### src/rtl/insn_fetch_stage_pkg.sv
// Shared fetch-stage types: address width, instruction size, PC step and FSM state codes.
package insn_fetch_stage_pkg;

    localparam int INSN_ADDR_WIDTH = 32;
    localparam int INSN_WIDTH      = 32;
    localparam int INSN_BYTES      = 4;
    localparam int PC_INC          = INSN_BYTES;

    typedef logic [INSN_WIDTH-1:0] insn_t;

    localparam logic [1:0] S_REQ  = 2'd0;
    localparam logic [1:0] S_HOLD = 2'd1;
    localparam logic [1:0] S_DROP = 2'd2;

endpackage

### src/rtl/insn_fetch_stage_if.sv
// Fetch-stage bus: decoder stall/redirect inputs, imem req/ack handshake, IF/ID outputs.
interface insn_fetch_stage_if #(
    parameter int ADDR_WIDTH = 32
);
    import insn_fetch_stage_pkg::*;

    logic                  stall;
    logic                  brTaken;
    logic [ADDR_WIDTH-1:0] brTarget;
    logic                  imemReq;
    logic [ADDR_WIDTH-1:0] imemAddr;
    logic                  imemAck;
    insn_t                 imemData;
    insn_t                 insn;
    logic [ADDR_WIDTH-1:0] insnPC;
    logic                  insnValid;

    modport master (
        input  stall, brTaken, brTarget, imemAck, imemData,
        output imemReq, imemAddr, insn, insnPC, insnValid
    );

    modport slave (
        output stall, brTaken, brTarget, imemAck, imemData,
        input  imemReq, imemAddr, insn, insnPC, insnValid
    );

endinterface

### src/rtl/insn_fetch_stage_pc_unit.sv
// PC register: reset value, +4 step on enable, word-aligned redirect taking priority.
// Latency: new PC visible one edge after en/redirect.
module insn_fetch_stage_pc_unit
    import insn_fetch_stage_pkg::*;
#(
    parameter int                    ADDR_WIDTH = INSN_ADDR_WIDTH,
    parameter logic [ADDR_WIDTH-1:0] RESET_PC   = '0
) (
    input  logic                  clk,
    input  logic                  rst,
    input  logic                  en,
    input  logic                  redirect,
    input  logic [ADDR_WIDTH-1:0] target,
    output logic [ADDR_WIDTH-1:0] pc
);

    localparam logic [ADDR_WIDTH-1:0] STEP       = ADDR_WIDTH'(PC_INC);
    localparam logic [ADDR_WIDTH-1:0] ALIGN_MASK = ADDR_WIDTH'(INSN_BYTES - 1);

    logic [ADDR_WIDTH-1:0] pc_nxt;

    always_comb begin
        pc_nxt = pc;
        if (redirect) begin
            pc_nxt = target & ~ALIGN_MASK;
        end else if (en) begin
            // wraps modulo 2^ADDR_WIDTH
            pc_nxt = pc + STEP;
        end
    end

    always_ff @(posedge clk) begin
        if (rst) begin
            pc <= RESET_PC;
        end else begin
            pc <= pc_nxt;
        end
    end

endmodule

### src/rtl/insn_fetch_stage.sv
// Fetch stage: issues word-aligned imem requests and registers returned words into IF/ID.
// Latency: one edge from imemAck to insn; redirect flushes and discards any in-flight word.
module insn_fetch_stage
    import insn_fetch_stage_pkg::*;
#(
    parameter int                    ADDR_WIDTH = INSN_ADDR_WIDTH,
    parameter logic [ADDR_WIDTH-1:0] RESET_PC   = '0
) (
    input  logic                   clk,
    input  logic                   rst,
    insn_fetch_stage_if.master     bus
);

    localparam logic [ADDR_WIDTH-1:0] ALIGN_MASK = ADDR_WIDTH'(INSN_BYTES - 1);

    logic [1:0]            state;
    logic [1:0]            state_nxt;
    logic [ADDR_WIDTH-1:0] pc;
    insn_t                 insn_q;
    logic [ADDR_WIDTH-1:0] insn_pc_q;
    logic                  insn_valid_q;

    logic slot_free;
    logic req;
    logic outstanding;
    logic capture;

    // While a request waits for its ack, insn_valid_q is necessarily 0, so the
    // slot stays free and req cannot drop before the ack arrives.
    assign slot_free   = !insn_valid_q || !bus.stall;
    assign req         = (state == S_REQ) && slot_free && !rst;
    assign outstanding = req || (state == S_DROP);
    assign capture     = req && bus.imemAck && !bus.brTaken;

    always_comb begin
        state_nxt = state;
        if (bus.brTaken) begin
            state_nxt = (outstanding && !bus.imemAck) ? S_DROP : S_REQ;
        end else begin
            case (state)
                S_REQ:   if (!req) state_nxt = S_HOLD;
                S_HOLD:  if (!bus.stall) state_nxt = S_REQ;
                S_DROP:  if (bus.imemAck) state_nxt = S_REQ;
                default: state_nxt = S_REQ;
            endcase
        end
    end

    always_ff @(posedge clk) begin
        if (rst) begin
            state        <= S_REQ;
            insn_valid_q <= 1'b0;
            insn_q       <= '0;
            insn_pc_q    <= '0;
        end else begin
            state <= state_nxt;
            if (bus.brTaken) begin
                insn_valid_q <= 1'b0;
            end else if (capture) begin
                insn_valid_q <= 1'b1;
                insn_q       <= bus.imemData;
                insn_pc_q    <= pc;
            end else if (!bus.stall) begin
                insn_valid_q <= 1'b0;
            end
        end
    end

    insn_fetch_stage_pc_unit #(
        .ADDR_WIDTH (ADDR_WIDTH),
        .RESET_PC   (RESET_PC)
    ) u_pc (
        .clk      (clk),
        .rst      (rst),
        .en       (capture),
        .redirect (bus.brTaken),
        .target   (bus.brTarget),
        .pc       (pc)
    );

    assign bus.imemReq   = req;
    assign bus.imemAddr  = pc & ~ALIGN_MASK;
    assign bus.insn      = insn_q;
    assign bus.insnPC    = insn_pc_q;
    assign bus.insnValid = insn_valid_q;

endmodule

### src/flat_wrapper.sv
// flat-port wrapper written by rule: the top's interface ports become plain ports
module insn_fetch_stage_flat import insn_fetch_stage_pkg::*;
#(
    parameter int                    ADDR_WIDTH = INSN_ADDR_WIDTH,
    parameter logic [ADDR_WIDTH-1:0] RESET_PC   = '0
)
  (clk, rst, bus_stall, bus_brTaken, bus_brTarget, bus_imemAck, bus_imemData, bus_imemReq, bus_imemAddr, bus_insn, bus_insnPC, bus_insnValid);
  insn_fetch_stage_if #(.ADDR_WIDTH(ADDR_WIDTH)) bus_i ();
  input  logic clk;
  input  logic rst;
  input wire logic [$bits(bus_i.stall)-1:0] bus_stall;
  input wire logic [$bits(bus_i.brTaken)-1:0] bus_brTaken;
  input wire logic [$bits(bus_i.brTarget)-1:0] bus_brTarget;
  input wire logic [$bits(bus_i.imemAck)-1:0] bus_imemAck;
  input wire logic [$bits(bus_i.imemData)-1:0] bus_imemData;
  output wire logic [$bits(bus_i.imemReq)-1:0] bus_imemReq;
  output wire logic [$bits(bus_i.imemAddr)-1:0] bus_imemAddr;
  output wire logic [$bits(bus_i.insn)-1:0] bus_insn;
  output wire logic [$bits(bus_i.insnPC)-1:0] bus_insnPC;
  output wire logic [$bits(bus_i.insnValid)-1:0] bus_insnValid;
  assign bus_i.stall = bus_stall;
  assign bus_i.brTaken = bus_brTaken;
  assign bus_i.brTarget = bus_brTarget;
  assign bus_i.imemAck = bus_imemAck;
  assign bus_i.imemData = bus_imemData;
  assign bus_imemReq = bus_i.imemReq;
  assign bus_imemAddr = bus_i.imemAddr;
  assign bus_insn = bus_i.insn;
  assign bus_insnPC = bus_i.insnPC;
  assign bus_insnValid = bus_i.insnValid;
  insn_fetch_stage #(.ADDR_WIDTH(ADDR_WIDTH), .RESET_PC(RESET_PC)) u_core (.clk(clk), .rst(rst), .bus(bus_i));
endmodule
### config.mk
export PLATFORM = sky130hd
export DESIGN_NAME = insn_fetch_stage_flat
export DESIGN_NICKNAME = d
export VERILOG_FILES = /design/src/rtl/insn_fetch_stage_pkg.sv /design/src/rtl/insn_fetch_stage_if.sv /design/src/rtl/insn_fetch_stage_pc_unit.sv /design/src/rtl/insn_fetch_stage.sv /design/src/flat_wrapper.sv
export SDC_FILE = /design/constraint.sdc
export NUM_CORES = 1
export LEC_CHECK = 0
export CAP_MARGIN = 5
export CORE_UTILIZATION = 25
export DETAILED_ROUTE_END_ITERATION = 7
export GPL_TIMING_DRIVEN = 0
export SLEW_MARGIN = 15
export SYNTH_ARGS = -nofsm -noshare
export SYNTH_HDL_FRONTEND = slang
export SYNTH_SLANG_ARGS = --single-unit
export TNS_END_PERCENT = 30
### constraint.sdc
create_clock -name clk -period 2.5 [get_ports clk]
set_clock_uncertainty 0.15 [all_clocks]
set_input_delay 0.375 -clock clk [delete_from_list [all_inputs] [get_ports clk]]
set_output_delay 0.375 -clock clk [all_outputs]
set_load 0.02 [all_outputs]
==> results.toml, run 1 <==
[run_status]
status = "complete, no violations"

[setup_path]
rrSetupSlack_ns = 0.18
cp_max_fo = 10
endpoint_kind = "flip-flop"
crit_required_ns = 2.56
startpoint_type = "input port"
cp.arrival_ns = 2.43
criticalPathCategory = "in -> reg"

[synth]
synth_warnings = 0
synth_most_common_cell = "nand2_1"
synthCells = 528
synth.distinct_cells = 45
synth-seq-area-share_pct = 45.9
ys_seq_elements = 95
synth_area_um2 = 4150
synth_edf_count = 0
synth-main-ff-cell = "dfxtp_1"
yosys-top-cells-count = "nand2_1 (138), dfxtp_1 (95), a21oi_1 (66)"
yosysTopAreaCellShare_pct = 45.9
yosys-top-cells-area = "dfxtp_1 (46%), nand2_1 (12%), a21oi_1 (8.0%)"
async_flop_share_pct = 0
avgSynthCellArea_um2 = 7.86
yosys.area.top_type = "dfxtp_1"

[floorplan]
initial_core_util_pct = 25.8
core_area_um2 = 16100
die_y_um = 131
fp.dieArea_um2 = 17100
num_io_pins = 167
num_rows = 46
die_w_um = 131

[clocking]
cts_tree = "built"
insertion_delay_ns = 0.35
ctsHoldBuffers = 0
cts_inserted_buffers = 9
cts.sinks = 95
htreeDepth = 3
clk_pin_slew_worst_paths_ns = 0.07
cts.path.max_buffers = 2
clock_tree.root_cell = "clkbuf_16"

[detailed_routing]
wl_um = 14300
drt_iter0_markers = 227
drc = 0
avgViaCountPerCell = 4.71
wl_per_cell_um = 15.5
vias = 4349
dr.pass1.iters = 5
ant_nets = 0

[power]
power_density_nw_per_um2 = 576
p_leak_nw = 2.20
peakVddDrop_mv = 0.343

[timing]
rsz0062_at_grt = "false"
worstMarginPinSlew_ns = 0.656
hold_viol = 0
max_slew_margin_pct = 55.9
finalCriticalPeriod_ns = 2.36
fmax_mhz = 423
period_share_pct = 94.5
setup_viol_count_final = 0
tns_ns = 0
drv_slew = 0

[final_layout]
synthToLayoutAreaGrowth_pct = 53.5
antenna_cells = 0
post-route-util_pct = 39.7
drive_above_1_share_pct = 6.51
num-nets-final = 772

[global_route]
grt_pass1_wl_um = 21500
grt_usage_pct = 16.6
first_global_vias = 3916
grt_max_degree = 16
overflow = 0
antenna_found_initial = 0

[place]
gp_congestion = 0.777
io_buffers = 158
dp_hpwl_um = 10400

[job]
maxCapViolCount = 0

[worst_hold_path]
hold_class = "in -> reg"
worst paths after layout:
kind | start | to | cells past startpoint
hold reg to reg | u_core.bus.insn[24] | u_core.bus.insn[24] | 2
setup / recovery | rst | u_core.bus.insn[17] | 7
setup reg to reg | u_core.u_pc.pc[10] | u_core.u_pc.pc[18] | 6
hold / removal | bus_imemAck | u_core.state[1] | 2
registers in the layout (all words and copies together), names as in the netlist:
| name | flops |
|---|---|
| u_core.bus.insnPC | 30 |
| u_core.bus.insn | 32 |
| u_core.u_pc.pc | 30 |
| u_core.bus.insnValid | 1 |
| u_core.state | 2 |
placed cells by master, fill, tap and decap left out, types with 3 or more instances in the layout:
cell type and count:
and3_1 10, a311oi_1 11, buf_2 4, o31ai_1 6, a211oi_1 12, clkdlybuf4s50_1 157
or3_1 7, dfxtp_1 95, inv_1 9, and4_1 4, clkbuf_8 3, o21ai_0 10
nor3b_1 5, buf_4 7, nand3_1 18, nand2_1 138, clkbuf_16 9, a21oi_1 66
nor2_1 25, clkbuf_2 9, nor3_1 3, nor4_1 7, clkbuf_1 27, conb_1 4
nand4_1 13, xor2_1 8, or4_1 6
report_power, final:
part           leakage, nW  switching, W  internal, W  total (W)
sequential           0.775     0.0000788      0.00157    0.00165
clock                0.159      0.000615     0.000860    0.00148
combinational         1.26      0.000275     0.000266   0.000541
total                 2.20      0.000969      0.00270    0.00367
through the flow:
stage               total power (W)  instance area [um2]  worst slack, ns  hold WS, ns  std cells
CTS                         0.00371                 6340          0.00536        0.143        921
detailed placement          0.00223                 6010           -0.749        0.295        905
floorplan                   0.00192                 4160            0.304        0.331        531
finish                      0.00367                 6370            0.137        0.145        923
global route                0.00382                 6370           0.0114        0.170        923
global placement            0.00223                 6010           -0.715        0.292        905
repair_timing:
item	in CTS	in global routing
setup buffers	1	2
pin swaps	1	1
resized for setup	9	9
setup endpoints to repair	74	37
logic make-up after synthesis:
| group | share of synthesized area [%] |
|---|---|
| buffers and inverters | 5.37 |
| muxes | 0.241 |
| DFF | 45.9 |
| adders and majority gates | 0.302 |
| and+or+nand+nor | 28.4 |
| other | 0.0904 |
| xor gates and xnor gates | 1.69 |
| AOI/OAI and AO/OA | 18.1 |
metal layers:
metal / global-route usage (%) / part of all wire, % / vias up
li1: - / - / 2204
met1: 22.5 / 48 / 2012
met2: 25.9 / 45 / 121
met3: 3.50 / 5.3 / 12
met4: 6.02 / 1.4 / 0
met5: 0 / 0 / -
cell type report:
| class | instances | area (um2) |
|---|---|---|
| plain buffers | 44 | 199 |
| clock buffers | 12 | 267 |
| clock inverters | 4 | 52.6 |
| fillers | 1671 | 9690 |
| inverters | 9 | 33.8 |
| multi-input cells | 382 | 2040 |
| flip-flops and latches | 95 | 1900 |
| well taps | 216 | 270 |
| repair buffers | 161 | 1600 |
critical path, cell delays in order:
cell and delay [ns]:
clkdlybuf4s50_1 0.56, a2111oi_4 0.33, buf_4 0.23, nand3_1 0.36, clkbuf_1 0.36, nand2_1 0.13, a21oi_1 0.07
Note: power is estimated with default switching activity, not from simulation.
==> run 2: changes to the inputs <==
--- a/config.mk
+++ b/config.mk
@@ -12,5 +12,6 @@
 export SLEW_MARGIN = 15
 export SYNTH_ARGS = -nofsm -noshare
 export SYNTH_HDL_FRONTEND = slang
+export SYNTH_HIERARCHICAL = 1
 export SYNTH_SLANG_ARGS = --single-unit
 export TNS_END_PERCENT = 30
==> run 2 against run 1 <==
Against the previous run:
- wire length up 1.9%
- first-iteration DRC count up 9.7%
- final cell count down 3.4%
- die area up 14%
- clock power down 9%
- utilization down 0.99 points
- hold slack better by 0.16 ns
- sequential cell count up 2
- critical path type is now reg -> reg
- largest cell class unchanged
==> results.toml, run 2 <==
[synth]
yosysTopAreaCellShare_pct = 41.0
async_flop_share_pct = 0
synthCells = 476
yosys.area.top_type = "dfxtp_1"
synth.distinct_cells = 54
synth-seq-area-share_pct = 41.0
synth_most_common_cell = "dfxtp_1"
synth_warnings = 6
synth_edf_count = 0
ys_seq_elements = 97
synth-main-ff-cell = "dfxtp_1"
yosys-top-cells-count = "dfxtp_1 (97), nor2b_1 (49), mux2_4 (38)"
avgSynthCellArea_um2 = 9.95
synth_area_um2 = 4740
yosys-top-cells-area = "dfxtp_1 (41%), mux2_4 (12%), nor2b_1 (6.5%)"

[setup_path]
cp.arrival_ns = 2.51
cp_top_family = "buffers and inverters"
cp_max_fo = 10
crit_required_ns = 2.58
rr_startpoint = "u_core/state[0]"
path_cells = "a211oi_2 -> nand3_1 -> buf_4 -> buf_4 -> buf_4 -> buf_4 -> buf_4 -> buf_4 -> buf_4 -> buf_4 -> buf_4 -> mux2_2"
startpoint_type = "flip-flop"
endpoint_kind = "flip-flop"
rrSetupSlack_ns = 0.07
timing.rr.end = "u_core/bus.insn[20]"
r2r_cells = 12
slowest_delay_ns = 0.33
worst_path_most_repeated_cell = "buf_4"
crit_buf_inv = 9
criticalPathCategory = "reg -> reg"
cp_slowest_cell = "dfxtp_2"

[place]
dp_hpwl_um = 10600
gp_congestion = 0.793
io_buffers = 162
dp.cells = 869

[clocking]
cts_inserted_buffers = 9
htreeDepth = 3
cts.sinks = 97
insertion_delay_ns = 0.34
clock_tree.root_cell = "clkbuf_16"
cts_tree = "built"
clk_pin_slew_worst_paths_ns = 0.06
ctsHoldBuffers = 0
cts.path.max_buffers = 2

[timing]
period_share_pct = 97.1
drv_slew = 0
setup_viol_count_final = 0
max_slew_margin_pct = 59.2
finalCriticalPeriod_ns = 2.43
hold_viol = 0
worstMarginPinSlew_ns = 0.612
holdWs_ns = 0.307
tns_ns = 0
fmax_mhz = 412

[final_layout]
layout_commonest_cell = "clkdlybuf4s50_1"
post-route-util_pct = 38.7
layout_common_cells = "clkdlybuf4s50_1 (159), dfxtp_1 (95), nor2b_1 (49)"
num-nets-final = 731
antenna_cells = 0
drive_above_1_share_pct = 18.1
n_fill_cell = 1860
synthToLayoutAreaGrowth_pct = 49.2
final_cells = 892

[floorplan]
die_w_um = 140
num_io_pins = 167
fp.dieArea_um2 = 19500
core_area_um2 = 18300
die_y_um = 140
num_rows = 49
initial_core_util_pct = 25.9

[power]
total_power_w = 0.00373
power_density_nw_per_um2 = 528
peakVddDrop_mv = 0.239
p_leak_nw = 2.81

[detailed_routing]
drc = 0
wl_um = 14600
vias = 4153
ant_nets = 0
dr.pass1.iters = 4
avgViaCountPerCell = 4.66
drt_iter0_markers = 249
wl_per_cell_um = 16.4

[global_route]
grt_max_degree = 14
grt_usage_pct = 15.0
overflow = 0
antenna_found_initial = 0
first_global_vias = 4071
grt_pass1_wl_um = 22800

[worst_hold_path]
hold_end = "u_core/state[0]"
whs_path_depth = 1
hold_class = "reg -> reg"
worstHoldStart = "u_core/state[1]"

[run_status]
status = "complete, no violations"

[job]
maxCapViolCount = 0
-- run 2: cell count changes after synthesis, sizes merged, moves of 6 or more --
cell,before,now
buf,8,17
and2b,0,20
mux2,0,64
clkbuf,37,16
nand2,138,24
a21oi,66,14
xnor2,0,6
nor2b,1,49
-- run 2: worst max path at each step --
stage | slack (ns) | cells after the start | endpoint | start
3_5_place_dp | -0.87 | 10 | u_core/u_pc/pc[16] | bus_stall
5_1_grt | -0.005 | 12 | u_core/bus.insn[29] | u_core/state[0]
3_3_place_gp | -0.85 | 10 | u_core/u_pc/pc[16] | bus_brTaken
6_report | 0.07 | 12 | u_core/bus.insn[20] | u_core/state[0]
4_1_cts | 0.02 | 12 | u_core/bus.insn[25] | u_core/bus.insnValid
2_1_floorplan | 0.03 | 9 | u_core/u_pc/pc[16] | u_core/bus.insnValid
-- run 2: what timing repair did --
item,CTS,global route
buffers inserted,10,1
hold endpoints to repair,0,0
pin swaps,4,2
gates resized for setup,19,4
gates cloned,0,0
setup endpoints to repair,27,31
-- run 2: area by class of cell --
cell class / count / area [um2] / area share (%)
sequential: 97 / 1940 / 27.5
timing repair buffer: 173 / 1700 / 24.1
clock inverter: 1 / 30.0 / 0.425
multi-input combinational: 339 / 2640 / 37.3
inverter: 9 / 36.3 / 0.514
clock buffer: 12 / 236 / 3.35
tap: 229 / 287 / 4.06
buffer: 32 / 194 / 2.75
-- run 2: report_power, final --
group          switching [W]  internal [W]
registers          0.0000896       0.00163
clock network       0.000585      0.000762
logic               0.000295      0.000373
-- run 2: logic make-up (layout without fill, tap and decap cells) --
family | Yosys count | after routing | share of synthesized area, %
and+or+nand+nor | 202 | 202 | 25.3
DFF | 97 | 97 | 41.0
muxes | 65 | 65 | 18.4
AOI/OAI and AO/OA | 56 | 56 | 8.30
buffers and inverters | 42 | 227 | 4.54
xor gates and xnor gates | 11 | 11 | 2.03
other | 2 | 4 | 0.159
adders and majority gates | 1 | 1 | 0.264
-- run 2: metal layers --
| layer | wire [um] | up-vias | track usage, % |
|---|---|---|---|
| met5 | 0 | - | 0 |
| met4 | 229 | 0 | 4.74 |
| met3 | 1010 | 16 | 4.44 |
| met2 | 6490 | 131 | 23.3 |
| met1 | 6890 | 1947 | 20.0 |
| li1 | - | 2059 | - |
-- run 2: worst register-to-register path: stages (launching register included) --
cell and delay (ns):
dfxtp_2 0.33, a211oi_2 0.22, nand3_1 0.16, buf_4 0.16, buf_4 0.12, buf_4 0.12
buf_4 0.12, buf_4 0.12, buf_4 0.12, buf_4 0.12, buf_4 0.12, buf_4 0.17
mux2_2 0.28
-- run 2: stage by stage --
| stage | cell area [um2] | worst slack [ns] |
|---|---|---|
| finish | 7060 | 0.0724 |
| floorplan | 4740 | 0.0259 |
| global route | 7060 | -0.00506 |
| CTS | 7040 | 0.0221 |
| detailed placement | 6650 | -0.874 |
| global placement | 6650 | -0.855 |
